==> config.mk <==
export PLATFORM = sky130hd
export DESIGN_NAME = wb_fmc516_ctrl
export DESIGN_NICKNAME = d
export VERILOG_FILES = /design/src/rtl/wb_fmc516_ctrl.sv
export SDC_FILE = /design/constraint.sdc
export NUM_CORES = 1
export LEC_CHECK = 0
export BUFFER_PORTS_ARGS = -buffer_cell sky130_fd_sc_hd__buf_2
export CAP_MARGIN = 20
export CORE_AREA = 4 4 169 171
export DETAILED_ROUTE_END_ITERATION = 12
export DIE_AREA = 0 0 173 175
export PLACE_DENSITY = 0.68
export SETUP_SLACK_MARGIN = 0.4
export SLEW_MARGIN = 40
export SYNTH_ARGS = -nofsm -noshare
export SYNTH_HDL_FRONTEND = slang
export SYNTH_SLANG_ARGS = --single-unit
==> constraint.sdc <==
create_clock -name clk_sys_i -period 3.07 [get_ports clk_sys_i]
set_input_delay 0.7675 -clock clk_sys_i [delete_from_list [all_inputs] [get_ports clk_sys_i]]
set_output_delay 0.7675 -clock clk_sys_i [all_outputs]
set_load 0.02 [all_outputs]
==> src/rtl/wb_fmc516_ctrl.sv <==
// wb_fmc516_ctrl
// Simplified FMC516 4-channel ADC interface with a classic Wishbone slave
// register bank.
// - Registers the ADC sample streams, with an optional ramp test pattern.
// - Captures the latest valid samples and counts valid samples.
// - Exposes board status and control pins.
//
// Ports:
//   clk_sys_i, sys_rst_i        : system clock, synchronous active-high reset
//   wb_*                        : classic Wishbone slave (word addressed)
//   adc_data_ch0..3_i, _valid_i : incoming samples (already on clk_sys_i)
//   lmk/mmcm lock, pwr_good,
//   prsnt_m2c_l, m2c_trig       : board status inputs
//   adc_data_ch0..3_o, _valid_o : registered samples (1-cycle latency)
//   fmc_leds_o, fmc_clk_sel_o,
//   fmc_reset_adcs_n_o          : control outputs from CTL
//   trig_hw_o                   : registered trigger
//   fmc_mmcm_lock_o,
//   fmc_lmk_lock_o              : combinational passthroughs
//
// Register map (word address):
//   0 STA (RO)   1 CTL (RW)   2 DATA01 (RO)   3 DATA23 (RO)
//   4 VALID_CNT (RO)   5 SCRATCH (RW)   others read 0
module wb_fmc516_ctrl #(
  parameter int unsigned g_adc_data_width = 16,
  parameter int unsigned g_adr_width      = 4
) (
  input  logic                        clk_sys_i,
  input  logic                        sys_rst_i,
  input  logic [g_adr_width-1:0]      wb_adr_i,
  input  logic [31:0]                 wb_dat_i,
  output logic [31:0]                 wb_dat_o,
  input  logic [3:0]                  wb_sel_i,
  input  logic                        wb_we_i,
  input  logic                        wb_cyc_i,
  input  logic                        wb_stb_i,
  output logic                        wb_ack_o,
  output logic                        wb_err_o,
  output logic                        wb_rty_o,
  output logic                        wb_stall_o,
  input  logic [g_adc_data_width-1:0] adc_data_ch0_i,
  input  logic [g_adc_data_width-1:0] adc_data_ch1_i,
  input  logic [g_adc_data_width-1:0] adc_data_ch2_i,
  input  logic [g_adc_data_width-1:0] adc_data_ch3_i,
  input  logic                        adc_data_valid_i,
  input  logic                        lmk_lock_i,
  input  logic                        mmcm_lock_i,
  input  logic                        fmc_pwr_good_i,
  input  logic                        fmc_prsnt_m2c_l_i,
  input  logic                        m2c_trig_i,
  output logic [g_adc_data_width-1:0] adc_data_ch0_o,
  output logic [g_adc_data_width-1:0] adc_data_ch1_o,
  output logic [g_adc_data_width-1:0] adc_data_ch2_o,
  output logic [g_adc_data_width-1:0] adc_data_ch3_o,
  output logic                        adc_data_valid_o,
  output logic [2:0]                  fmc_leds_o,
  output logic                        fmc_clk_sel_o,
  output logic                        fmc_reset_adcs_n_o,
  output logic                        trig_hw_o,
  output logic                        fmc_mmcm_lock_o,
  output logic                        fmc_lmk_lock_o
);

  localparam logic [g_adr_width-1:0] c_adr_sta     = g_adr_width'(0);
  localparam logic [g_adr_width-1:0] c_adr_ctl     = g_adr_width'(1);
  localparam logic [g_adr_width-1:0] c_adr_data01  = g_adr_width'(2);
  localparam logic [g_adr_width-1:0] c_adr_data23  = g_adr_width'(3);
  localparam logic [g_adr_width-1:0] c_adr_cnt     = g_adr_width'(4);
  localparam logic [g_adr_width-1:0] c_adr_scratch = g_adr_width'(5);

  logic                        r_ack;
  logic [31:0]                 r_dat_o;
  logic                        r_clk_sel;
  logic                        r_rst_adcs;
  logic [2:0]                  r_leds;
  logic                        r_test_mode;
  logic [31:0]                 r_scratch;
  logic [31:0]                 r_valid_cnt;
  logic [g_adc_data_width-1:0] r_ramp;
  logic [g_adc_data_width-1:0] r_ch_out [4];
  logic [15:0]                 r_data   [4];
  logic                        r_valid_out;
  logic                        r_trig;

  logic                        w_acc;
  logic                        w_wr;
  logic                        w_ctl_wr;
  logic                        w_cnt_clr;
  logic [31:0]                 w_rd_data;
  logic [g_adc_data_width-1:0] w_ch_in   [4];
  logic [g_adc_data_width-1:0] w_ch_next [4];
  logic [15:0]                 w_ch_ext  [4];

  // New access only when no ack is outstanding: gives 2-cycle accesses
  // and a single-cycle ack pulse.
  assign w_acc     = wb_cyc_i & wb_stb_i & ~r_ack;
  assign w_wr      = w_acc & wb_we_i;
  assign w_ctl_wr  = w_wr & (wb_adr_i == c_adr_ctl) & wb_sel_i[0];
  assign w_cnt_clr = w_ctl_wr & wb_dat_i[7];

  assign w_ch_in[0] = adc_data_ch0_i;
  assign w_ch_in[1] = adc_data_ch1_i;
  assign w_ch_in[2] = adc_data_ch2_i;
  assign w_ch_in[3] = adc_data_ch3_i;

  // Sample selected for the output stage; the DATA capture uses the same
  // value, zero-extended to 16 bits.
  always_comb begin
    for (int unsigned i = 0; i < 4; i++) begin
      w_ch_next[i] = r_test_mode ? (r_ramp + g_adc_data_width'(i)) : w_ch_in[i];
      w_ch_ext[i]  = '0;
      w_ch_ext[i][g_adc_data_width-1:0] = w_ch_next[i];
    end
  end

  always_comb begin
    w_rd_data = '0;
    case (wb_adr_i)
      c_adr_sta:     w_rd_data = {28'd0, ~fmc_prsnt_m2c_l_i, fmc_pwr_good_i,
                                  lmk_lock_i, mmcm_lock_i};
      c_adr_ctl:     w_rd_data = {26'd0, r_test_mode, r_leds, r_rst_adcs, r_clk_sel};
      c_adr_data01:  w_rd_data = {r_data[1], r_data[0]};
      c_adr_data23:  w_rd_data = {r_data[3], r_data[2]};
      c_adr_cnt:     w_rd_data = r_valid_cnt;
      c_adr_scratch: w_rd_data = r_scratch;
      default:       w_rd_data = '0;
    endcase
  end

  always_ff @(posedge clk_sys_i) begin
    if (sys_rst_i) begin
      r_ack       <= 1'b0;
      r_dat_o     <= '0;
      r_clk_sel   <= 1'b0;
      r_rst_adcs  <= 1'b0;
      r_leds      <= '0;
      r_test_mode <= 1'b0;
      r_scratch   <= '0;
      r_valid_cnt <= '0;
      r_ramp      <= '0;
      r_valid_out <= 1'b0;
      r_trig      <= 1'b0;
      for (int unsigned i = 0; i < 4; i++) begin
        r_ch_out[i] <= '0;
        r_data[i]   <= '0;
      end
    end else begin
      r_ack <= w_acc;
      if (w_acc && !wb_we_i) begin
        r_dat_o <= w_rd_data;
      end

      if (w_ctl_wr) begin
        r_clk_sel   <= wb_dat_i[0];
        r_rst_adcs  <= wb_dat_i[1];
        r_leds      <= wb_dat_i[4:2];
        r_test_mode <= wb_dat_i[5];
      end

      if (w_wr && (wb_adr_i == c_adr_scratch)) begin
        for (int unsigned k = 0; k < 4; k++) begin
          if (wb_sel_i[k]) begin
            r_scratch[8*k +: 8] <= wb_dat_i[8*k +: 8];
          end
        end
      end

      // Clear has priority over a coincident valid sample.
      if (w_cnt_clr) begin
        r_valid_cnt <= '0;
      end else if (adc_data_valid_i) begin
        r_valid_cnt <= r_valid_cnt + 32'd1;
      end

      if (adc_data_valid_i) begin
        r_ramp <= r_ramp + 1'b1;
        for (int unsigned i = 0; i < 4; i++) begin
          r_data[i] <= w_ch_ext[i];
        end
      end

      for (int unsigned i = 0; i < 4; i++) begin
        r_ch_out[i] <= w_ch_next[i];
      end
      r_valid_out <= adc_data_valid_i;
      r_trig      <= m2c_trig_i;
    end
  end

  assign wb_ack_o           = r_ack;
  assign wb_dat_o           = r_dat_o;
  assign wb_err_o           = 1'b0;
  assign wb_rty_o           = 1'b0;
  assign wb_stall_o         = 1'b0;
  assign adc_data_ch0_o     = r_ch_out[0];
  assign adc_data_ch1_o     = r_ch_out[1];
  assign adc_data_ch2_o     = r_ch_out[2];
  assign adc_data_ch3_o     = r_ch_out[3];
  assign adc_data_valid_o   = r_valid_out;
  assign fmc_leds_o         = r_leds;
  assign fmc_clk_sel_o      = r_clk_sel;
  assign fmc_reset_adcs_n_o = ~r_rst_adcs;
  assign trig_hw_o          = r_trig;
  assign fmc_mmcm_lock_o    = mmcm_lock_i;
  assign fmc_lmk_lock_o     = lmk_lock_i;

endmodule

After elaboration in Yosys (flattened, before gate mapping) --
Memories as Yosys holds them, arrays and structs flattened. Cells that the tools add are included.
Word-level totals: register bits after elaboration 121, bits in latches 0, memory bits (writable) 128, ROM bits 0, input port bits 115, output and inout port bits 109, memories 2
Cells by class: $add $sub $neg 4, multipliers 0, div/mod/pow operators 0, magnitude comparators 0, equal/unequal tests 5, shifts and indexed selects 0, muxes and demuxes 19, bitwise gates (word level) 17, reductions and logical operators 9
Memories:
- r_ch_out | words 4, bits a word 16, read ports 4, clocked after Yosys merged registers in 0, write ports 4, line 80 | logic [g_adc_data_width-1:0] r_ch_out [4];
- r_data | words 4, bits a word 16, read ports 4, clocked after Yosys merged registers in 0, write ports 4, line 81 | logic [15:0] r_data [4];
Operator list (count):
- 16-bit two-way mux | 12
- 32-bit one-hot mux with 6 select lines | 1
- 16-bit by 2-bit adder with 16-bit output (second input constant) | 2
- 32-bit by 1-bit adder with 32-bit output (second input constant) | 1
- 16-bit by 1-bit adder with 16-bit output (second input constant) | 1
- 4-bit by 2-bit == test with 1-bit output (second input constant) | 2
- 4-bit by 3-bit == test with 1-bit output (second input constant) | 2
- 1-bit bitwise OR | 8
- 2-bit AND reduction | 4
- 1-bit bitwise AND | 6
- 1-bit two-way mux | 6
- 4-bit by 1-bit == test with 1-bit output (second input constant) | 1
- 4-bit logical NOT | 1
- 1-bit NOT | 3
- 1-bit logical AND | 2
- 2-bit OR reduction | 1
- 1-bit logical NOT | 1

Logic depth before layout (Yosys ltp) --
Gate-level depths: netlist of the first run.
depth after elaboration 7, depth in mapped cells 7

Least setup slack after synthesis of the first run --
OpenSTA, ideal clock, no wires.
path type input to register, start input sys_rst_i, end memory r_data[0][0] (enable), data arrival time 2.207 ns, required time 2.676 ns, slack 0.469 ns, stages on the path 3, path buffers 2, path through clkbuf_1 -> buf_1 -> or2_2
RTL lines:
- start: declaration | line 29 | input logic sys_rst_i,
- end: declaration | line 81

==> results of run 1 <==
-- power groups by stage --
stage / Clock [mW] / Combinational, mW / Sequential, mW
2_1_floorplan: 0 / 0.211 / 3.66
3_3_place_gp: 0 / 0.492 / 3.63
3_5_place_dp: 0 / 0.495 / 3.63
4_1_cts: 3.45 / 0.498 / 3.56
5_1_grt: 3.59 / 0.539 / 3.57
6_report: 3.39 / 0.499 / 3.56
-- layout make-up --
class	count	area [sq um]	area share [%]
Multi-Input combinational cell	714	4680	35.8
Clock buffer	34	732	5.59
Tap cell	341	427	3.26
Clock inverter	16	199	1.52
Timing Repair Buffer	250	1370	10.4
Inverter	16	60.1	0.459
Sequential cell	249	5630	43.0
-- layer usage --
metal / global-route usage (%) / vias to the layer above
li1: - / 4307
met1: 28.8 / 4338
met2: 33.2 / 339
met3: 4.18 / 48
met4: 5.09 / 0
met5: 0 / -
-- sequential cells by signal, indices dropped and copies added (netlist names) --
name,cells
r_ch_out,64
r_data,64
r_scratch,32
r_valid_cnt,32
wb_dat_o,32
r_ramp,16
fmc_leds_o,3
adc_data_valid_o,1
fmc_clk_sel_o,1
r_rst_adcs,1
r_test_mode,1
trig_hw_o,1
wb_ack_o,1
-- cells by family (layout without fill, tap and decap cells) --
logic type      count (synthesis)  after routing  synth area share, %
buf+inv                       109            316                 4.26
simple gates                  387            387                 18.1
compound gates                206            206                 13.9
flops                         249            249                 52.5
other cells                     1              3               0.0350
mux                            70             70                 7.08
fa+ha+maj                       5              5                0.584
xor+xnor                       43             43                 3.52
-- worst register-to-register path, cell delays in order (launching register included) --
cell     delay (ps)
dfxtp_1         540
nand3_1         250
or3_1           520
o311a_1         390
nor4_1          550
-- how the worst max path moves through the flow --
stage                                       from                           end  slack, ps  depth (start not counted)
after global routing      r_ramp[0]$_SDFFE_PP0P_   r_data[1][14]$_SDFFCE_PN0P_        400                          5
after global placement          adc_data_valid_i  r_valid_cnt[31]$_SDFFE_PP0P_        450                          5
after detailed placement        adc_data_valid_i  r_valid_cnt[31]$_SDFFE_PP0P_        410                          5
after floorplan                        sys_rst_i    r_data[0][0]$_SDFFCE_PN0P_        470                          3
after CTS                 r_ramp[0]$_SDFFE_PP0P_   r_data[1][14]$_SDFFCE_PN0P_        580                          5
final                     r_ramp[9]$_SDFFE_PP0P_   r_data[3][14]$_SDFFCE_PN0P_        550                          4
-- placed cells by master (no fill, tap or decap), types with 12 or more instances in the layout --
cell type and n:
clkbuf_16 27, o31ai_1 16, nor4_1 25, inv_1 16
or3_1 20, nor2_1 131, a22oi_1 52, nand2_1 56
edfxtp_1 64, a21oi_1 36, dfxtp_1 184, o21ai_0 16
or4_1 20, buf_4 28, nor3_1 52, nand3_1 19
buf_2 219, xnor2_1 32, a211oi_1 34, and2_1 13
a22o_1 26, nand4_1 12, mux2i_1 63
-- per-stage QoR --
stage	cells	instance area (sq um)
6_report	1620	13100
5_1_grt	1620	13100
4_1_cts	1620	13100
3_5_place_dp	1570	12200
3_3_place_gp	1570	12200
2_1_floorplan	1072	10700
==> results.cfg, run 1 <==
[status]
status = completed

[power]
p_sw_mw = 1.75
power_frac_clock_pct = 45.5
switching_share_pct = 23.4
p_total_mw = 7.45
leakage_nw = 5.42
power_frac_seq_pct = 47.8
ir_drop_uv = 406
power_density_nw_per_um2 = 569
cellInternalPower_mw = 5.70
p_comb_share_pct = 6.7

[sta]
clock_skew_ps = 16.4
finalHoldViolCount = 0
fmax_mhz = 397
worstMarginPinSlew_ps = 737
maxSlewHeadroom_pct = 50.2
min_period_over_period_pct = 82.0
fin_ws_ps = 553
whs_ps = 449
rsz0062_at_grt = false
fin_setup_tns_ps = 0
finalSetupViolCount = 0
maxSlewViolCount = 0
fin_crit_ps = 2520

[global_routing]
grt_max_degree = 62
antenna_found_initial = 0
grt_pass1_vias = 8822
grt_pass1_wl_um = 50600
grt_overflow = 0
gr-usage-all-layers_pct = 20.7

[clocking]
cts_buffers = 27
clockBufferDepth = 3
hold_buffers = 0
cts.root.buffer_cell = clkbuf_16
cts_num_sinks = 249
htreeDepth = 1
cts_resized = 0
cts_tree = done
post_cts.repair.setup_buffers = 0
worstSkewPairLatency_ps = 550
clk_pin_slew_ps = 60

[cells_and_area]
antenna_cells = 0
fin_nets = 1378
fillers = 2502
layout-drive-gt1-share_pct = 24.4
post-route-util_pct = 48.7
syn2layout_area_growth_pct = 22.3

[min_path]
min_path_type = input port to flip-flop
min_from = m2c_trig_i
hold-path-cell-count = 2
holdPathEnd = trig_hw_o$_SDFF_PP0_

[setup_path]
crit_type = flip-flop to flip-flop
path_cells = nand3_1 > or3_1 > o311a_1 > nor4_1
critPathRequiredTime_ps = 3330
cpPeakStageDelay_ps = 550
r2r_slack_ps = 550
slowest_stage = nor4_1
critPathTopFamily = simple AND/OR/NAND/NOR gates
cp_data_arrival_time_ps = 2770
critPathMaxFanout = 9
crit_buf_inv = 0
worstSetupEndpointType = flip-flop
startpoint_type = flip-flop
r2r_start = r_ramp[9]$_SDFFE_PP0P_
reg2reg_to = r_data[3][14]$_SDFFCE_PN0P_
r2r_cells = 4

[synthesis]
syn_inst = 1070
yosysWarnings = 0
async_reset_ff_share_pct = 0
yosys-top-cells-area = dfxtp_1 35%, edfxtp_1 18%, mux2i_1 5.9%
avgSynthCellArea_sq_um = 10.0
yosys.area.top_type = dfxtp_1
post-synth-top-count-cell = dfxtp_1
synth.distinct_cells = 55
ys.flop_type = dfxtp_1
yosys-top-cells-count = 185 x dfxtp_1, 132 x nor2_1, 64 x edfxtp_1
synth-edff-count = 64
ys_ff_latch = 249
yosysTopAreaCellShare_pct = 34.6
yosysSeqAreaShare_pct = 52.5
synth_area_sq_um = 10700

[detailed_routing]
dr.pass1.iters = 6
drt.antenna.violating_nets = 0
avgViaCountPerCell = 5.58
wl_met1_um = 14400
vias = 9032
met3WireLength_um = 2550
drt_iter0_markers = 961
routed_wl_um = 32700
drcViolationCount = 0
top_layer_used = met4
dr_wl_met2_um = 15000
wl_per_cell_um = 20.2

[floorplanning]
die_x_um = 173
core_area_sq_um = 26900
initial_core_util_pct = 39.8
ios = 224
die_y_um = 175
core.rowCount = 60
die_area_sq_um = 30300

[place]
gp_congestion = 0.913
io_buffers = 220
place_ws_ps = 409
dp_hpwl_um = 24100

[run]
cap_violations = 0
No activity file was read; power rests on OpenSTA's default activity.
==> run 2: changes to the inputs <==
PLACE_DENSITY = 0.7   (was 0.68)
clock period = 2.2 ns   (was 3.07 ns; I/O delays follow)
==> results.cfg, run 2 (synthesis gave the netlist of run 1 again) <==
[detailed_routing]
drt_iter0_markers = 1090
drcViolationCount = 0
vias = 9752
wl_per_cell_um = 20.6
dr.pass1.iters = 8
drt.antenna.violating_nets = 0
routed_wl_um = 35400
avgViaCountPerCell = 5.68

[power]
leakage_nw = 6.12
ir_drop_uv = 457
power_density_nw_per_um2 = 692

[setup_path]
slowest_stage = or4_4
path_cells = nand3_2 > or3_4 > or4_4 > a311oi_2 > buf_4
critPathMaxFanout = 6
crit_type = flip-flop to flip-flop
worstSetupEndpointType = flip-flop
critPathRequiredTime_ps = 2600
startpoint_type = flip-flop
cpPeakStageDelay_ps = 450
cp_data_arrival_time_ps = 2290

[cells_and_area]
mostFrequentLayoutCells = 222 x buf_2, 149 x dfxtp_1, 129 x nor2_1, 102 x buf_4, 64 x edfxtp_1
layout-drive-gt1-share_pct = 40.6
fillers = 2201
syn2layout_area_growth_pct = 37.9
antenna_cells = 0
fin_area_sq_um = 14800
final_common_cell = buf_2
final_cells = 1717
reg_top3 = r_ch_out x64, r_data x64
fin_nets = 1476

[floorplanning]
die_x_um = 173
core_area_sq_um = 26900
core.rowCount = 60
die_y_um = 175
ios = 224
initial_core_util_pct = 39.8
die_area_sq_um = 30300

[place]
gp_congestion = 0.921
io_buffers = 220
placed_cells = 1607
dp_hpwl_um = 24700
place_ws_ps = 52.2
place_area_sq_um = 12600

[sta]
fin_ws_ps = 307
worstMarginPinSlew_ps = 540
clock_skew_ps = 23.9
finalHoldViolCount = 0
min_period_over_period_pct = 86.0
finalSetupViolCount = 0
maxSlewViolCount = 0
fin_crit_ps = 1890
fmax_mhz = 528
rsz0062_at_grt = true
whs_ps = 233
maxSlewHeadroom_pct = 64.0
fin_setup_tns_ps = 0

[clocking]
worstSkewPairLatency_ps = 550
clk_pin_slew_ps = 70
clockBufferDepth = 3
cts_buffers = 26
htreeDepth = 1
hold_buffers = 0
cts_tree = done
cts.root.buffer_cell = clkbuf_16
cts_num_sinks = 249

[global_routing]
grt_overflow = 0
grt_pass1_wl_um = 51600
grt_pass1_vias = 8949
grt_max_degree = 60
gr-usage-all-layers_pct = 21.3
antenna_found_initial = 1

[run]
cap_violations = 0

[min_path]
min_path_type = input port to flip-flop

[status]
status = completed
## run 2: metal layers
| metal | part of all wire (%) | vias up | routed length (um) | track usage [%] |
|---|---|---|---|---|
| li1 | - | 4523 | - | - |
| met1 | 42 | 4629 | 14700 | 29.2 |
| met2 | 47 | 512 | 16500 | 34.0 |
| met3 | 8.6 | 86 | 3050 | 4.74 |
| met4 | 3.1 | 2 | 1090 | 6.25 |
| met5 | 0.037 | - | 13 | 0 |
## run 2: power breakdown
group          total, mW  internal (mW)  switching (mW)
clock network       4.48           2.64            1.84
logic              0.781          0.293           0.488
registers           4.96           4.85           0.103
## run 2: through the flow
stage | power [mW] | util [%]
final | 10.2 | 54.9
after global routing | 10.5 | 54.9
after CTS | 10.2 | 52.0
after detailed placement | 5.80 | 47.0
after global placement | 5.79 | 47.0
after floorplan | 5.41 | -
## run 2: timing repair
item | in CTS | in global routing
endpoints found under the setup margin | 57 | 64
setup buffers | 25 | 32
pin swaps | 16 | 49
resized for setup | 80 | 115
gates cloned | 1 | 4
## run 2: final timing paths
kind,start,to,slack (ps),cells after the start
setup / recovery,r_ramp[6]$_SDFFE_PP0P_,r_data[1][14]$_SDFFCE_PN0P_,310,5
hold / removal,m2c_trig_i,trig_hw_o$_SDFF_PP0_,230,2
setup reg to reg,r_ramp[6]$_SDFFE_PP0P_,r_data[1][14]$_SDFFCE_PN0P_,310,5
hold reg to reg,wb_dat_o[3]$_SDFFE_PP0P_,wb_dat_o[3]$_SDFFE_PP0P_,470,1
## run 2: critical path, delay by kind of cell (launching register included)
family	cells	cell delay [ps]
AOI/OAI and AO/OA	1	260
buffers and inverters	1	160
DFF	1	370
and+or+nand+nor	3	950
## run 2: cell type report
cell class / count / area [sq um] / area share [%]
clock buffer: 32 / 704 / 4.77
clock inverter: 16 / 173 / 1.17
inverter: 16 / 62.6 / 0.424
multi-input combinational: 715 / 5460 / 36.9
sequential: 249 / 5720 / 38.8
tap: 341 / 427 / 2.89
timing repair buffer: 348 / 2220 / 15.0
==> run 3: changes to the inputs <==
CORE_AREA = 4 4 144 201   (was 4 4 169 171)
DIE_AREA = 0 0 148 205   (was 0 0 173 175)
==> results.cfg, run 3 (synthesis gave the netlist of run 1 again) <==
[clocking]
cts_tree = done
htreeDepth = 1
cts.root.buffer_cell = clkbuf_16
hold_buffers = 0
worstSkewPairLatency_ps = 530
clockBufferDepth = 3
cts_num_sinks = 249
cts_buffers = 25
clk_pin_slew_ps = 70

[floorplanning]
core.rowCount = 71
initial_core_util_pct = 39.7
die_area_sq_um = 30300
core_area_sq_um = 27000
die_x_um = 148
die_y_um = 205
ios = 224

[power]
leakage_nw = 6.12
power_density_nw_per_um2 = 668
p_total_mw = 9.88
ir_drop_uv = 562

[setup_path]
crit_type = flip-flop to flip-flop
slowest_stage = or4_4
crit_buf_inv = 2
cp_data_arrival_time_ps = 2380
cpPeakStageDelay_ps = 580
critPathMaxFanout = 7
path_cells = buf_6 > ha_4 > inv_4 > or4_4 > or4_4 > a21oi_2
worstSetupEndpointType = flip-flop
critPathTopFamily = simple AND/OR/NAND/NOR gates
startpoint_type = flip-flop
cp_common_cell = or4_4
critPathRequiredTime_ps = 2660

[global_routing]
gr-usage-all-layers_pct = 21.7
antenna_found_initial = 6
grt_pass1_vias = 9185
grt_max_degree = 61
grt_overflow = 0
grt_pass1_wl_um = 51900

[sta]
maxSlewViolCount = 0
fmax_mhz = 522
clock_skew_ps = 12.4
worstMarginPinSlew_ps = 686
whs_ps = 244
fin_setup_tns_ps = 0
min_period_over_period_pct = 87.1
fin_crit_ps = 1920
rsz0062_at_grt = true
finalHoldViolCount = 0
maxSlewHeadroom_pct = 54.3
finalSetupViolCount = 0

[cells_and_area]
multi_input_area_sq_um = 5540
mostFrequentLayoutCells = 221 x buf_2, 150 x dfxtp_1, 130 x nor2_1, 103 x buf_4, 64 x edfxtp_1
syn2layout_area_growth_pct = 38.2
layout-drive-gt1-share_pct = 40.7
reg_top3 = r_ch_out x64, r_data x64
final_common_cell = buf_2
fin_nets = 1475
fin_area_sq_um = 14800
register_area_sq_um = 5700
final_cells = 1744
fillers = 2242

[detailed_routing]
drcViolationCount = 0
dr.pass1.iters = 5
drt_iter0_markers = 1026
avgViaCountPerCell = 5.59
routed_wl_um = 36000
vias = 9757
wl_per_cell_um = 20.6
drt.antenna.violating_nets = 0

[place]
io_buffers = 220
gp_congestion = 0.941
dp_hpwl_um = 25300
placed_cells = 1635
place_area_sq_um = 12700

[run]
cap_violations = 0

[status]
status = completed

[min_path]
min_path_type = input port to flip-flop
-- run 3: worst register-to-register path, cell delays in order (launching register included) --
cell,delay (ps)
dfxtp_4,380
buf_6,110
ha_4,190
inv_4,40
or4_4,580
or4_4,430
a21oi_2,120
-- run 3: timing repair --
item,in CTS,in global routing
gates cloned,0,3
resized for setup,82,108
setup endpoints to repair,64,70
buffers inserted,26,29
pin swaps,19,46
-- run 3: through the flow --
stage | util, % | setup slack, ps
floorplan | - | 148
global placement | 47.1 | 15.6
detailed placement | 47.1 | -15.7
CTS | 51.8 | 340
global route | 54.8 | 245
finish | 54.8 | 284
-- run 3: area by class of cell --
class,instances,area share (%)
diodes,6,0.101
well taps,365,3.09
multi-input cells,715,37.4
clock inverters,14,0.803
flip-flops and latches,249,38.5
repair buffers,348,15.2
inverters,16,0.423
clock buffers,31,4.45
-- run 3: report_power, final --
group	switching, mW	internal (mW)
Sequential	0.0976	4.86
Clock	1.86	2.26
Combinational	0.494	0.309
-- run 3: path summary, 6_finish.rpt --
| path | from | depth (start not counted) | end | slack [ps] |
|---|---|---|---|---|
| worst max-delay path | r_ramp[1]$_SDFFE_PP0P_ | 6 | r_ramp[15]$_SDFFE_PP0P_ | 280 |
| worst min-delay path | m2c_trig_i | 2 | trig_hw_o$_SDFF_PP0_ | 240 |
| worst max register to register | r_ramp[1]$_SDFFE_PP0P_ | 6 | r_ramp[15]$_SDFFE_PP0P_ | 280 |
| worst min register to register | wb_dat_o[30]$_SDFFE_PP0P_ | 1 | wb_dat_o[30]$_SDFFE_PP0P_ | 470 |
-- run 3: layer usage --
layer / vias to the layer above / GRT usage [%] / share of wire [%]
li1: 4505 / - / -
met1: 4659 / 26.4 / 38
met2: 480 / 37.6 / 50
met3: 113 / 3.23 / 7.0
met4: 0 / 10.2 / 5.1
met5: - / 0 / 0
